## src/rtl/note_recorder.sv

```systemverilog
// Note recorder: synchronizes and debounces 8 note keys,
// queues one encoded note per accepted press in a small FIFO.
module note_recorder #(
  parameter int DEBOUNCE_CYCLES = 4,
  parameter int DEPTH           = 8
) (
  input  logic       input_clock1_1,
  input  logic       input_reset_n1_2,
  input  logic [7:0] input_keys_3,
  input  logic       input_read_ready_4,
  output logic [2:0] output_note_code_5,
  output logic       output_note_valid_6,
  output logic       output_fifo_full_7,
  output logic       output_overflow_8,
  output logic [3:0] output_count_9
);

  localparam int AW = $clog2(DEPTH);

  localparam logic [1:0] S_IDLE = 2'd0;
  localparam logic [1:0] S_DEB  = 2'd1;
  localparam logic [1:0] S_HELD = 2'd2;
  localparam logic [1:0] S_REL  = 2'd3;

  localparam logic [3:0] DC     = 4'(DEBOUNCE_CYCLES);
  localparam logic [3:0] CDEPTH = 4'(DEPTH);
  localparam logic [AW-1:0] ONE = AW'(1);

  logic [7:0]    sync1_q;
  logic [7:0]    sync2_q;
  logic [1:0]    state_q;
  logic [1:0]    state_d;
  logic [7:0]    pat_q;
  logic [7:0]    pat_d;
  logic [3:0]    cnt_q;
  logic [3:0]    cnt_d;
  logic          push;
  logic [2:0]    enc;

  logic [2:0]    mem_q [DEPTH];
  logic [AW-1:0] wr_q;
  logic [AW-1:0] rd_q;
  logic [AW-1:0] rd_nx;
  logic [3:0]    count_q;
  logic [3:0]    count_d;
  logic [2:0]    code_q;
  logic [2:0]    code_d;
  logic          ovf_q;
  logic          pop;
  logic          full;
  logic          do_push;

  // Two-flop synchronizer for the asynchronous keys.
  always_ff @(posedge input_clock1_1 or negedge input_reset_n1_2) begin
    if (!input_reset_n1_2) begin
      sync1_q <= '0;
      sync2_q <= '0;
    end else begin
      sync1_q <= input_keys_3;
      sync2_q <= sync1_q;
    end
  end

  // Lowest set key wins.
  always_comb begin
    enc = 3'd0;
    priority case (1'b1)
      pat_q[0]: enc = 3'd0;
      pat_q[1]: enc = 3'd1;
      pat_q[2]: enc = 3'd2;
      pat_q[3]: enc = 3'd3;
      pat_q[4]: enc = 3'd4;
      pat_q[5]: enc = 3'd5;
      pat_q[6]: enc = 3'd6;
      pat_q[7]: enc = 3'd7;
      default:  enc = 3'd0;
    endcase
  end

  // Press/release debounce; one push per accepted press.
  always_comb begin
    state_d = state_q;
    pat_d   = pat_q;
    cnt_d   = cnt_q;
    push    = 1'b0;
    case (state_q)
      S_IDLE: begin
        if (sync2_q != 8'd0) begin
          pat_d   = sync2_q;
          cnt_d   = 4'd0;
          state_d = S_DEB;
        end
      end
      S_DEB: begin
        if (sync2_q != pat_q) begin
          state_d = S_IDLE;
        end else if (cnt_q == DC) begin
          push    = 1'b1;
          state_d = S_HELD;
        end else begin
          cnt_d = cnt_q + 4'd1;
        end
      end
      S_HELD: begin
        if (sync2_q == 8'd0) begin
          cnt_d   = 4'd0;
          state_d = S_REL;
        end
      end
      S_REL: begin
        if (sync2_q != 8'd0) begin
          state_d = S_HELD;
        end else if (cnt_q == DC) begin
          state_d = S_IDLE;
        end else begin
          cnt_d = cnt_q + 4'd1;
        end
      end
      default: state_d = S_IDLE;
    endcase
  end

  // Debounce FSM registers.
  always_ff @(posedge input_clock1_1 or negedge input_reset_n1_2) begin
    if (!input_reset_n1_2) begin
      state_q <= S_IDLE;
      pat_q   <= '0;
      cnt_q   <= '0;
    end else begin
      state_q <= state_d;
      pat_q   <= pat_d;
      cnt_q   <= cnt_d;
    end
  end

  assign full    = (count_q == CDEPTH);
  assign pop     = (count_q != 4'd0) && input_read_ready_4;
  assign do_push = push && (!full || pop);
  assign rd_nx   = rd_q + ONE;

  // Occupancy after this cycle's push/pop.
  always_comb begin
    count_d = count_q;
    unique case ({do_push, pop})
      2'b10:   count_d = count_q + 4'd1;
      2'b01:   count_d = count_q - 4'd1;
      default: count_d = count_q;
    endcase
  end

  // Registered head: next-oldest on pop, new note into empty FIFO.
  always_comb begin
    code_d = code_q;
    if (pop) begin
      if (count_q > 4'd1) begin
        code_d = mem_q[rd_nx];
      end else if (do_push) begin
        code_d = enc;
      end
    end else if (do_push && count_q == 4'd0) begin
      code_d = enc;
    end
  end

  // FIFO storage, pointers and sticky overflow.
  always_ff @(posedge input_clock1_1 or negedge input_reset_n1_2) begin
    if (!input_reset_n1_2) begin
      for (int i = 0; i < DEPTH; i++) begin
        mem_q[i] <= '0;
      end
      wr_q    <= '0;
      rd_q    <= '0;
      count_q <= '0;
      code_q  <= '0;
      ovf_q   <= 1'b0;
    end else begin
      if (do_push) begin
        mem_q[wr_q] <= enc;
        wr_q        <= wr_q + ONE;
      end
      if (pop) begin
        rd_q <= rd_nx;
      end
      if (push && full && !pop) begin
        ovf_q <= 1'b1;
      end
      count_q <= count_d;
      code_q  <= code_d;
    end
  end

  assign output_note_code_5  = code_q;
  assign output_note_valid_6 = (count_q != 4'd0);
  assign output_fifo_full_7  = full;
  assign output_overflow_8   = ovf_q;
  assign output_count_9      = count_q;

endmodule
```

## config.mk

```make
export PLATFORM = sky130hd
export DESIGN_NAME = note_recorder
export DESIGN_NICKNAME = d
export VERILOG_FILES = /design/src/rtl/note_recorder.sv
export SDC_FILE = /design/constraint.sdc
export NUM_CORES = 1
export LEC_CHECK = 0
export CORE_ASPECT_RATIO = 0.75
export CORE_MARGIN = 5
export CORE_UTILIZATION = 53
export DETAILED_ROUTE_END_ITERATION = 7
export PLACE_DENSITY = 0.73
export SETUP_SLACK_MARGIN = 0.15
export SYNTH_ARGS = -nofsm -noshare
export SYNTH_HDL_FRONTEND = slang
export SYNTH_SLANG_ARGS = --single-unit
```

## constraint.sdc

```tcl
create_clock -name input_clock1_1 -period 2.6 [get_ports input_clock1_1]
set_input_delay 0.26 -clock input_clock1_1 [delete_from_list [all_inputs] [get_ports input_clock1_1]]
set_output_delay 0.26 -clock input_clock1_1 [all_outputs]
set_load 0.02 [all_outputs]
```

==> results of run 1 <==
state kept, by name, indices dropped and copies added (netlist names):
signal / count
cnt_q: 4
wr_q: 3
pat_q: 8
mem_q: 24
sync2_q: 8
output_count_9: 4
state_q: 2
output_overflow_8: 1
output_note_code_5: 3
sync1_q: 8
rd_q: 3
what timing repair did:
| action | 4_1_cts | 5_1_grt |
|---|---|---|
| setup buffers | 2 | 13 |
| pin swaps | 0 | 5 |
| endpoints found under the hold margin | 68 | 0 |
| resized for setup | 0 | 7 |
| hold buffers | 1 | 0 |
| setup endpoints to repair | 1 | 5 |
power breakdown:
part,switching (uW),leakage (uW),internal [uW]
Sequential,145,0.000871,1210
Combinational,618,0.000762,653
Clock,381,0.000102,492
Total,1140,0.00174,2360
path summary, 6_finish.rpt:
path | end | slack [ns] | cells past startpoint
max | output_note_code_5[0] | 0.20 | 9
min | sync2_q[0] | 0.35 | 0
max reg2reg | output_note_code_5[0] | 0.20 | 9
min reg2reg | sync2_q[0] | 0.35 | 0
max in group asynchronous | pat_q[1] | 1.74 | 3
min in group asynchronous | output_count_9[0] | 0.47 | 3
through the flow:
stage / hold WS, ns / instance area (sq um) / util / setup slack [ns]
after floorplan: -0.0356 / 3230 / - / 0.147
after global placement: 0.306 / 3570 / 0.616 / 0.230
after detailed placement: 0.318 / 3570 / 0.616 / 0.148
after CTS: 0.337 / 3800 / 0.655 / 0.200
after global routing: 0.334 / 3920 / 0.676 / 0.0824
final: 0.348 / 3920 / 0.676 / 0.203
cell type report:
class / instances / area share
Inverter: 7 / 0.00671
Timing Repair Buffer: 50 / 0.108
Sequential cell: 68 / 0.436
Tap cell: 78 / 0.0249
Clock buffer: 12 / 0.0396
Clock inverter: 4 / 0.0121
Multi-Input combinational cell: 197 / 0.373
placed cells by master, fill, tap and decap left out, drive strengths merged, types with 5 or more instances in the layout:
cell type       n
a21oi          11
buf            30
clkbuf         12
clkdlybuf4s50  19
dfrtp          68
ha              8
inv             7
mux2            8
mux4            6
nand2          39
nand3           6
nand4b          5
nor2           13
nor4            6
o21ai          29
xnor2          13
routing by layer:
metal / wire length [um] / global-route usage / vias to the layer above
met3: 309 / 0.0508 / 8
met4: 97 / 0.0655 / 0
met5: 0 / 0 / -
met2: 2840 / 0.253 / 46
met1: 2950 / 0.248 / 1112
li1: - / - / 1120
kinds of logic after synthesis:
group / after synthesis / synth area share
AO/OA/AOI/OAI: 61 / 0.118
AND/OR/NAND/NOR: 93 / 0.157
flip-flops: 68 / 0.537
XOR/XNOR: 17 / 0.0470
adder cells (fa/ha/maj): 8 / 0.0316
buffers and inverters: 18 / 0.0257
multiplexers: 18 / 0.0838
worst reg2reg max path: stages, from the launching register on:
cell and delay [ns]:
dfrtp_1 0.43, xnor2_1 0.16, nand4_1 0.15, or2_1 0.26, or4_4 0.45, ha_4 0.22
a21oi_2 0.13, o31a_1 0.18, a21oi_4 0.06, a211o_1 0.27
==> impl_metrics.csv, run 1 <==
group,metric,value,unit
yosys,synth_area_leaders,"dfrtp_1 54%, nand2_1 4.6%, mux4_2 4.3%",
floorplan,top_level_ports,21,
timing,finalSetupViolations,0,
routing,drt-initial-drc-count,78,
final_layout,fin_nets,352,
clock_tree,cts_tree,"done",
power_and_ir_drop,p_leak,0.00174,uW
yosys,syn_inst,283,
global_route,track_usage,0.175,
clock_tree,clk_pin_slew_worst_paths,0.07,ns
routing,ant_nets,0,
critical_path,path_delay_family,"simple AND/OR/NAND/NOR gates",
final_layout,nFillCells,436,
clock_tree,cts_inserted_buffers,9,
yosys,ys_types,45,
critical_path,path_cells,"xnor2_1, nand4_1, or2_1, or4_4, ha_4, a21oi_2, o31a_1, a21oi_4, a211o_1",
yosys,avgSynthCellArea,11.2,sq um
routing,route.vias.total,2286,
placed_design,hpwl,4.30,mm
clock_tree,h-tree-depth,3,
timing,max_slew_margin,0.569,
global_route,grt_pass1_wl,10.6,mm
timing,finalMaxSlewViolations,0,
final_layout,multiInputGateArea,0.00146,sq mm
routing,finalWirelength,6.20,mm
global_route,antenna_found_initial,0,
timing,tns,0,ns
clock_tree,clk_latency,0.34,ns
critical_path,required,2.84,ns
floorplan,rows,24,
floorplan,die_h,76.9,um
routing,wire_per_inst,14.9,um
yosys,yosysMostFrequentCell,"dfrtp_1",
yosys,synth-seq-cells,68,
yosys,synth_ff_type,"dfrtp_1",
power_and_ir_drop,power_density,893,mW/mm^2
final_layout,seq_area,0.00171,sq mm
critical_path,crit_fanout,6,
routing,viasPerCell,5.50,
power_and_ir_drop,ir_drop,0.000486,V
timing,finalCritPeriodShare,0.922,
floorplan,dieArea,0.00764,sq mm
critical_path,startpoint_type,"flip-flop",
timing,finalHoldViolCount,0,
floorplan,initial_core_util,0.546,
hold_path,hp-start,"sync1_q[0]",
power_and_ir_drop,finalPower,3500,uW
global_route,grt_max_degree,38,
critical_path,endpoint_kind,"flip-flop",
clock_tree,clockBufferDepth,2,
clock_tree,root_buffer,"clkbuf_8",
yosys,syn-num-nets,302,
placed_design,io_buffers,20,
job,maxCapViolCount,0,
critical_path,cp_num_buf_inv,0,
global_route,overflow,0,
routing,route.detailed.drc,0,
floorplan,die_w,99.3,um
critical_path,crit_arrival,2.63,ns
yosys,synth_common_cells,"68 x dfrtp_1, 39 x nand2_1, 21 x o21ai_0",
critical_path,crit_slowest_cell,"or4_4",
yosys,syn_area,0.00317,sq mm
clock_tree,cts.sinks,68,
final_layout,n_antenna_cell,0,
final_layout,drive_gt1_frac,0.243,
timing,post-route-min-period,2.40,ns
final_layout,stdcell_count,416,
floorplan,coreArea,0.00580,sq mm
placed_design,dp.cells,384,
timing,worstMarginPinSlew,0.642,ns
hold_path,holdCritPathClass,"reg -> reg",
outcome,status,"complete, no violations",
yosys,yosysWarnings,0,
timing,skew,0.0107,ns
critical_path,worst-setup-path-type,"reg -> reg",
yosys,synth_edf_count,0,
placed_design,gp_congestion,0.794,
yosys,synth_largest_area_cell,"dfrtp_1",
final_layout,syn_to_final_growth,23.7,%
timing,fmax,417,MHz
global_route,grt_pass1_vias,2209,
yosys,ys_seq_area_frac,0.537,
timing,rsz0062_at_grt,"yes",
critical_path,slowest_delay,0.45,ns
yosys,async_flop_share,1.00,
critical_path,r2r-start,"pat_q[7]",
routing,drt_pre_antenna_iters,4,
yosys,synth_top_area_frac,0.537,
critical_path,crit_start,"pat_q[7]",
No activity file was read; power rests on OpenSTA's default activity.
==> run 2: changes to the inputs <==
--- a/config.mk
+++ b/config.mk
@@ -6,7 +6,6 @@
 export NUM_CORES = 1
 export LEC_CHECK = 0
 export CORE_ASPECT_RATIO = 0.75
-export CORE_MARGIN = 5
 export CORE_UTILIZATION = 53
 export DETAILED_ROUTE_END_ITERATION = 7
 export PLACE_DENSITY = 0.73
==> run 2 against run 1 <==
  * Maximum frequency shrank 2.4%
  * Setup slack lost 0.060 ns
  * Register-to-register slack lost 0.06 ns
  * Utilization grew 3.6 points
  * Wire length grew 1.2%
  * Clock skew shrank 0.0052 ns
  * Cell count shrank 0.24%
  * Sequential power is essentially flat
  * Clock power shrank 0.7%
  * Largest power group unchanged
  * Sequential share of layout area shrank 0.41 points
  * Via count grew 1.1%
==> impl_metrics.csv, run 2 (synthesis results as in run 1) <==
group,metric,value,unit
outcome,status,"complete, no violations",
timing,finalMaxSlewViolations,0,
clock_tree,root_buffer,"clkbuf_8",
placed_design,dp.cells,380,
critical_path,startpoint_type,"flip-flop",
global_route,grt_max_degree,40,
power_and_ir_drop,finalPower,3500,uW
floorplan,die_w,91.3,um
floorplan,dieArea,0.00629,sq mm
routing,ant_nets,0,
timing,post-route-min-period,2.46,ns
global_route,track_usage,0.218,
final_layout,largest_reg_flops,24,
timing,whs,0.348,ns
power_and_ir_drop,seq_power_share,0.386,
floorplan,coreArea,0.00555,sq mm
timing,finalCritPeriodShare,0.945,
routing,route.detailed.drc,0,
global_route,antenna_found_initial,0,
clock_tree,cts_inserted_buffers,9,
timing,finalHoldViolCount,0,
timing,rsz0062_at_grt,"yes",
power_and_ir_drop,p_sw,1180,uW
routing,wire_per_inst,15.1,um
routing,drt_pre_antenna_iters,4,
power_and_ir_drop,combPwrFrac,0.366,
power_and_ir_drop,clock_power_share,0.248,
global_route,grt_pass1_vias,2107,
floorplan,die_h,68.9,um
clock_tree,clk_pin_slew_worst_paths,0.08,ns
clock_tree,h-tree-depth,3,
critical_path,r2r_slack,0.14,ns
final_layout,n_antenna_cell,0,
timing,max_slew_margin,0.483,
floorplan,initial_core_util,0.570,
routing,route.vias.total,2311,
power_and_ir_drop,ir_drop,0.000522,V
critical_path,endpoint_kind,"flip-flop",
critical_path,crit_fanout,6,
placed_design,gp_congestion,0.793,
routing,drt-initial-drc-count,115,
power_and_ir_drop,power_density,885,mW/mm^2
critical_path,crit_arrival,2.74,ns
power_and_ir_drop,p_leak,0.00175,uW
placed_design,hpwl,4.22,mm
final_layout,drive_gt1_frac,0.253,
timing,fmax,407,MHz
placed_design,io_buffers,20,
clock_tree,cts_tree,"done",
final_layout,nFillCells,388,
timing,worstMarginPinSlew,0.769,ns
hold_path,holdCritPathClass,"reg -> reg",
floorplan,rows,23,
final_layout,regMostFlops,"mem_q",
timing,tns,0,ns
final_layout,fin_nets,354,
job,maxCapViolCount,0,
critical_path,required,2.89,ns
final_layout,final_util,0.712,
timing,skew,0.00551,ns
floorplan,top_level_ports,21,
clock_tree,cts.sinks,68,
global_route,grt_pass1_wl,10.1,mm
power_and_ir_drop,p_int,2320,uW
final_layout,syn_to_final_growth,24.9,%
final_layout,stdcell_count,415,
critical_path,worst-setup-path-type,"reg -> reg",
routing,finalWirelength,6.27,mm
timing,finalSetupViolations,0,
clock_tree,clockBufferDepth,2,
clock_tree,clk_latency,0.34,ns
final_layout,mostFrequentLayoutCell,"dfrtp_1",
power_and_ir_drop,switching_share,0.338,
final_layout,final_cell_mix,"63 x dfrtp_1, 39 x nand2_1, 29 x buf_4, 20 x o21ai_0, 19 x clkdlybuf4s50_1",
global_route,overflow,0,
routing,viasPerCell,5.57,
-- run 2: power by group through the flow --
stage          logic (uW)  registers (uW)  clock network [uW]
6_report             1280            1350                 867
5_1_grt              1390            1370                 937
4_1_cts              1120            1370                 888
3_5_place_dp         1120            1400                   0
3_3_place_gp         1100            1380                   0
2_1_floorplan         675            1430                   0
-- run 2: worst paths after layout --
kind	end	cells after the start	from
hold / removal	sync2_q[3]	0	sync1_q[3]
setup reg to reg	output_note_code_5[0]	10	pat_q[7]
max in group asynchronous	pat_q[5]	3	input_reset_n1_2
min in group asynchronous	output_count_9[0]	2	input_reset_n1_2
setup / recovery	output_note_code_5[0]	10	pat_q[7]
hold reg to reg	sync2_q[3]	0	sync1_q[3]
-- run 2: worst max-delay path: stages, from the launching register on --
cell and delay [ns]:
dfrtp_2 0.43, xnor2_2 0.15, nand4_1 0.14, or2_1 0.28
or4_4 0.51, ha_4 0.21, a21oi_2 0.11, o31a_1 0.17
a21oi_4 0.07, nor3b_2 0.21, a211o_1 0.11
-- run 2: repair_timing --
item	4_1_cts	5_1_grt
setup endpoints to repair	0	5
setup buffers	0	17
endpoints found under the hold margin	29	0
resized for setup	0	10
hold buffers	1	0
-- run 2: routing by layer --
metal,track usage,vias up,wire length (um)
met5,0,-,0
met4,0.0734,0,94
met3,0.0822,11,280
met2,0.345,49,2850
met1,0.281,1123,3040
li1,-,1128,-
-- run 2: stage by stage --
stage          worst slack [ns]  cell area (sq um)
4_1_cts                   0.158               3780
3_5_place_dp              0.167               3570
3_3_place_gp              0.227               3570
2_1_floorplan             0.147               3230
5_1_grt                  0.0361               3960
6_report                  0.143               3960
-- run 2: layout make-up --
type / count / area [sq um] / area share
sequential: 68 / 1710 / 0.432
inverter: 7 / 26.3 / 0.00664
timing repair buffer: 52 / 454 / 0.115
multi-input combinational: 197 / 1480 / 0.373
clock inverter: 7 / 73.8 / 0.0187
tap: 75 / 93.8 / 0.0237
clock buffer: 9 / 124 / 0.0313
==> run 3: changes to the inputs <==
--- a/config.mk
+++ b/config.mk
@@ -6,9 +6,9 @@
 export NUM_CORES = 1
 export LEC_CHECK = 0
 export CORE_ASPECT_RATIO = 0.75
-export CORE_UTILIZATION = 53
+export CORE_UTILIZATION = 45
 export DETAILED_ROUTE_END_ITERATION = 7
-export PLACE_DENSITY = 0.73
+export PLACE_DENSITY = 0.63
 export SETUP_SLACK_MARGIN = 0.15
 export SYNTH_ARGS = -nofsm -noshare
 export SYNTH_HDL_FRONTEND = slang
==> run 3 against run 2 <==
  * The run now ends with negative hold slack left
  * Clock power rose by 1%
  * Setup slack improved by 0.024 ns
  * Clock-buffer cell count rose by 3
  * Die area rose by 17%
  * Total power fell by 1.0%
  * Non-clock buffer count fell by 7
  * Register-to-register slack improved by 0.02 ns
  * Utilization fell by 14 points
  * Cell count rose by 0.48%
==> impl_metrics.csv, run 3 (synthesis results as in run 1) <==
group,metric,value,unit
timing,post-route-min-period,2.43,ns
timing,max_slew_margin,0.453,
clock_tree,cts.sinks,68,
final_layout,drive_gt1_frac,0.234,
final_layout,regMostFlops,"mem_q",
routing,route.detailed.drc,0,
placed_design,io_buffers,20,
routing,route.vias.total,2213,
clock_tree,clk_latency,0.35,ns
final_layout,fin_nets,347,
global_route,antenna_found_initial,0,
power_and_ir_drop,p_leak,0.00173,uW
final_layout,stdcell_count,417,
clock_tree,clockBufferDepth,2,
floorplan,coreArea,0.00680,sq mm
placed_design,dp_worst_setup_slack,0.161,ns
placed_design,dp.cells,389,
clock_tree,clk_pin_slew_worst_paths,0.07,ns
routing,drt-initial-drc-count,106,
critical_path,r2r_cells,10,
critical_path,path_cells,"inv_2, ha_4, and3b_2, nor2b_4, or4_4, ha_4, a21oi_2, o31a_1, a21oi_4, a211o_1",
critical_path,startpoint_type,"flip-flop",
routing,finalWirelength,6.11,mm
floorplan,die_w,98.9,um
critical_path,slowest_delay,0.51,ns
timing,whs,-0.000960,ns
placed_design,gp_congestion,0.770,
final_layout,largest_reg_flops,24,
global_route,overflow,0,
clock_tree,h-tree-depth,3,
critical_path,required,2.84,ns
global_route,grt_pass1_vias,2102,
final_layout,n_antenna_cell,0,
floorplan,initial_core_util,0.466,
final_layout,syn_to_final_growth,23.4,%
timing,fmax,411,MHz
timing,finalWorstSetupSlack,0.168,ns
clock_tree,root_buffer,"clkbuf_8",
floorplan,rows,26,
power_and_ir_drop,power_density,887,mW/mm^2
job,maxCapViolCount,0,
timing,finalCritPeriodShare,0.936,
critical_path,crit_arrival,2.67,ns
global_route,grt_pass1_wl,10.2,mm
outcome,status,"complete, but fails checks",
power_and_ir_drop,finalPower,3470,uW
critical_path,crit_slowest_cell,"or4_4",
timing,worstMarginPinSlew,0.820,ns
clock_tree,cts_tree,"done",
timing,skew,0.00855,ns
clock_tree,cts_inserted_buffers,9,
timing,tns,0,ns
hold_path,holdCritPathClass,"in -> async",
timing,finalMaxSlewViolations,0,
outcome,violations,"negative hold slack",
global_route,track_usage,0.183,
routing,wire_per_inst,14.7,um
final_layout,final_cell_mix,"64 x dfrtp_1, 39 x nand2_1, 24 x buf_4, 21 x o21ai_0, 19 x clkdlybuf4s50_1",
timing,finalSetupViolations,0,
power_and_ir_drop,ir_drop,0.000704,V
timing,rsz0062_at_grt,"yes",
floorplan,die_h,74.7,um
critical_path,crit_fanout,6,
critical_path,worst-setup-path-type,"reg -> reg",
clock_tree,cts_hold_buf,0,
placed_design,hpwl,4.20,mm
routing,ant_nets,0,
routing,drt_pre_antenna_iters,4,
timing,finalHoldViolCount,2,
global_route,grt_max_degree,37,
final_layout,mostFrequentLayoutCell,"dfrtp_1",
floorplan,dieArea,0.00738,sq mm
critical_path,cpMostUsedCell,"ha_4",
floorplan,top_level_ports,21,
routing,viasPerCell,5.31,
critical_path,endpoint_kind,"flip-flop",
## run 3: where the power goes
part	internal (uW)	total (uW)	switching, uW
clock	492	880	388
combinational	629	1220	591
sequential	1210	1370	156
total	2330	3470	1130
## run 3: stage by stage
stage	util	instance area, sq um
6_report	0.575	3910
4_1_cts	0.558	3790
3_5_place_dp	0.527	3580
2_1_floorplan	-	3230
3_3_place_gp	0.527	3580
5_1_grt	0.575	3910
## run 3: area by class of cell
| class | count | area (sq um) |
|---|---|---|
| Clock buffer | 12 | 155 |
| Clock inverter | 4 | 47.5 |
| Fill cell | 563 | 2890 |
| Inverter | 7 | 26.3 |
| Multi-Input combinational cell | 197 | 1470 |
| Sequential cell | 68 | 1710 |
| Tap cell | 84 | 105 |
| Timing Repair Buffer | 45 | 395 |
## run 3: final timing paths
check / startpoint / to / slack [ns]
worst max-delay path: output_count_9[1] / output_note_code_5[0] / 0.17
min in group input_clock1_1: input_keys_3[3] / sync1_q[3] / 0.34
worst max register to register: output_count_9[1] / output_note_code_5[0] / 0.17
worst min-delay path: input_reset_n1_2 / output_count_9[2] / -0.001
max in group asynchronous: input_reset_n1_2 / mem_q[11] / 1.94
worst min register to register: sync1_q[0] / sync2_q[0] / 0.35
## run 3: layer usage
layer / global-route usage / up-vias / share of wire
met1: 0.247 / 1063 / 0.51
li1: - / 1110 / -
met4: 0.0547 / 0 / 0.012
met5: 0 / - / 0
met2: 0.284 / 32 / 0.44
met3: 0.0631 / 8 / 0.038
## run 3: what timing repair did
| item | CTS | global route |
|---|---|---|
| pin swaps | 0 | 7 |
| setup buffers | 1 | 11 |
| setup endpoints to repair | 1 | 5 |
| resized for setup | 0 | 7 |
| endpoints found under the hold margin | 0 | 0 |
## run 3: worst max-delay path, delay by kind of cell (launching register included)
kind            cells  cell delay, ns
fa+ha+maj           2            0.36
buf+inv             1            0.07
flops               1            0.42
simple gates        3            0.86
compound gates      4            0.60
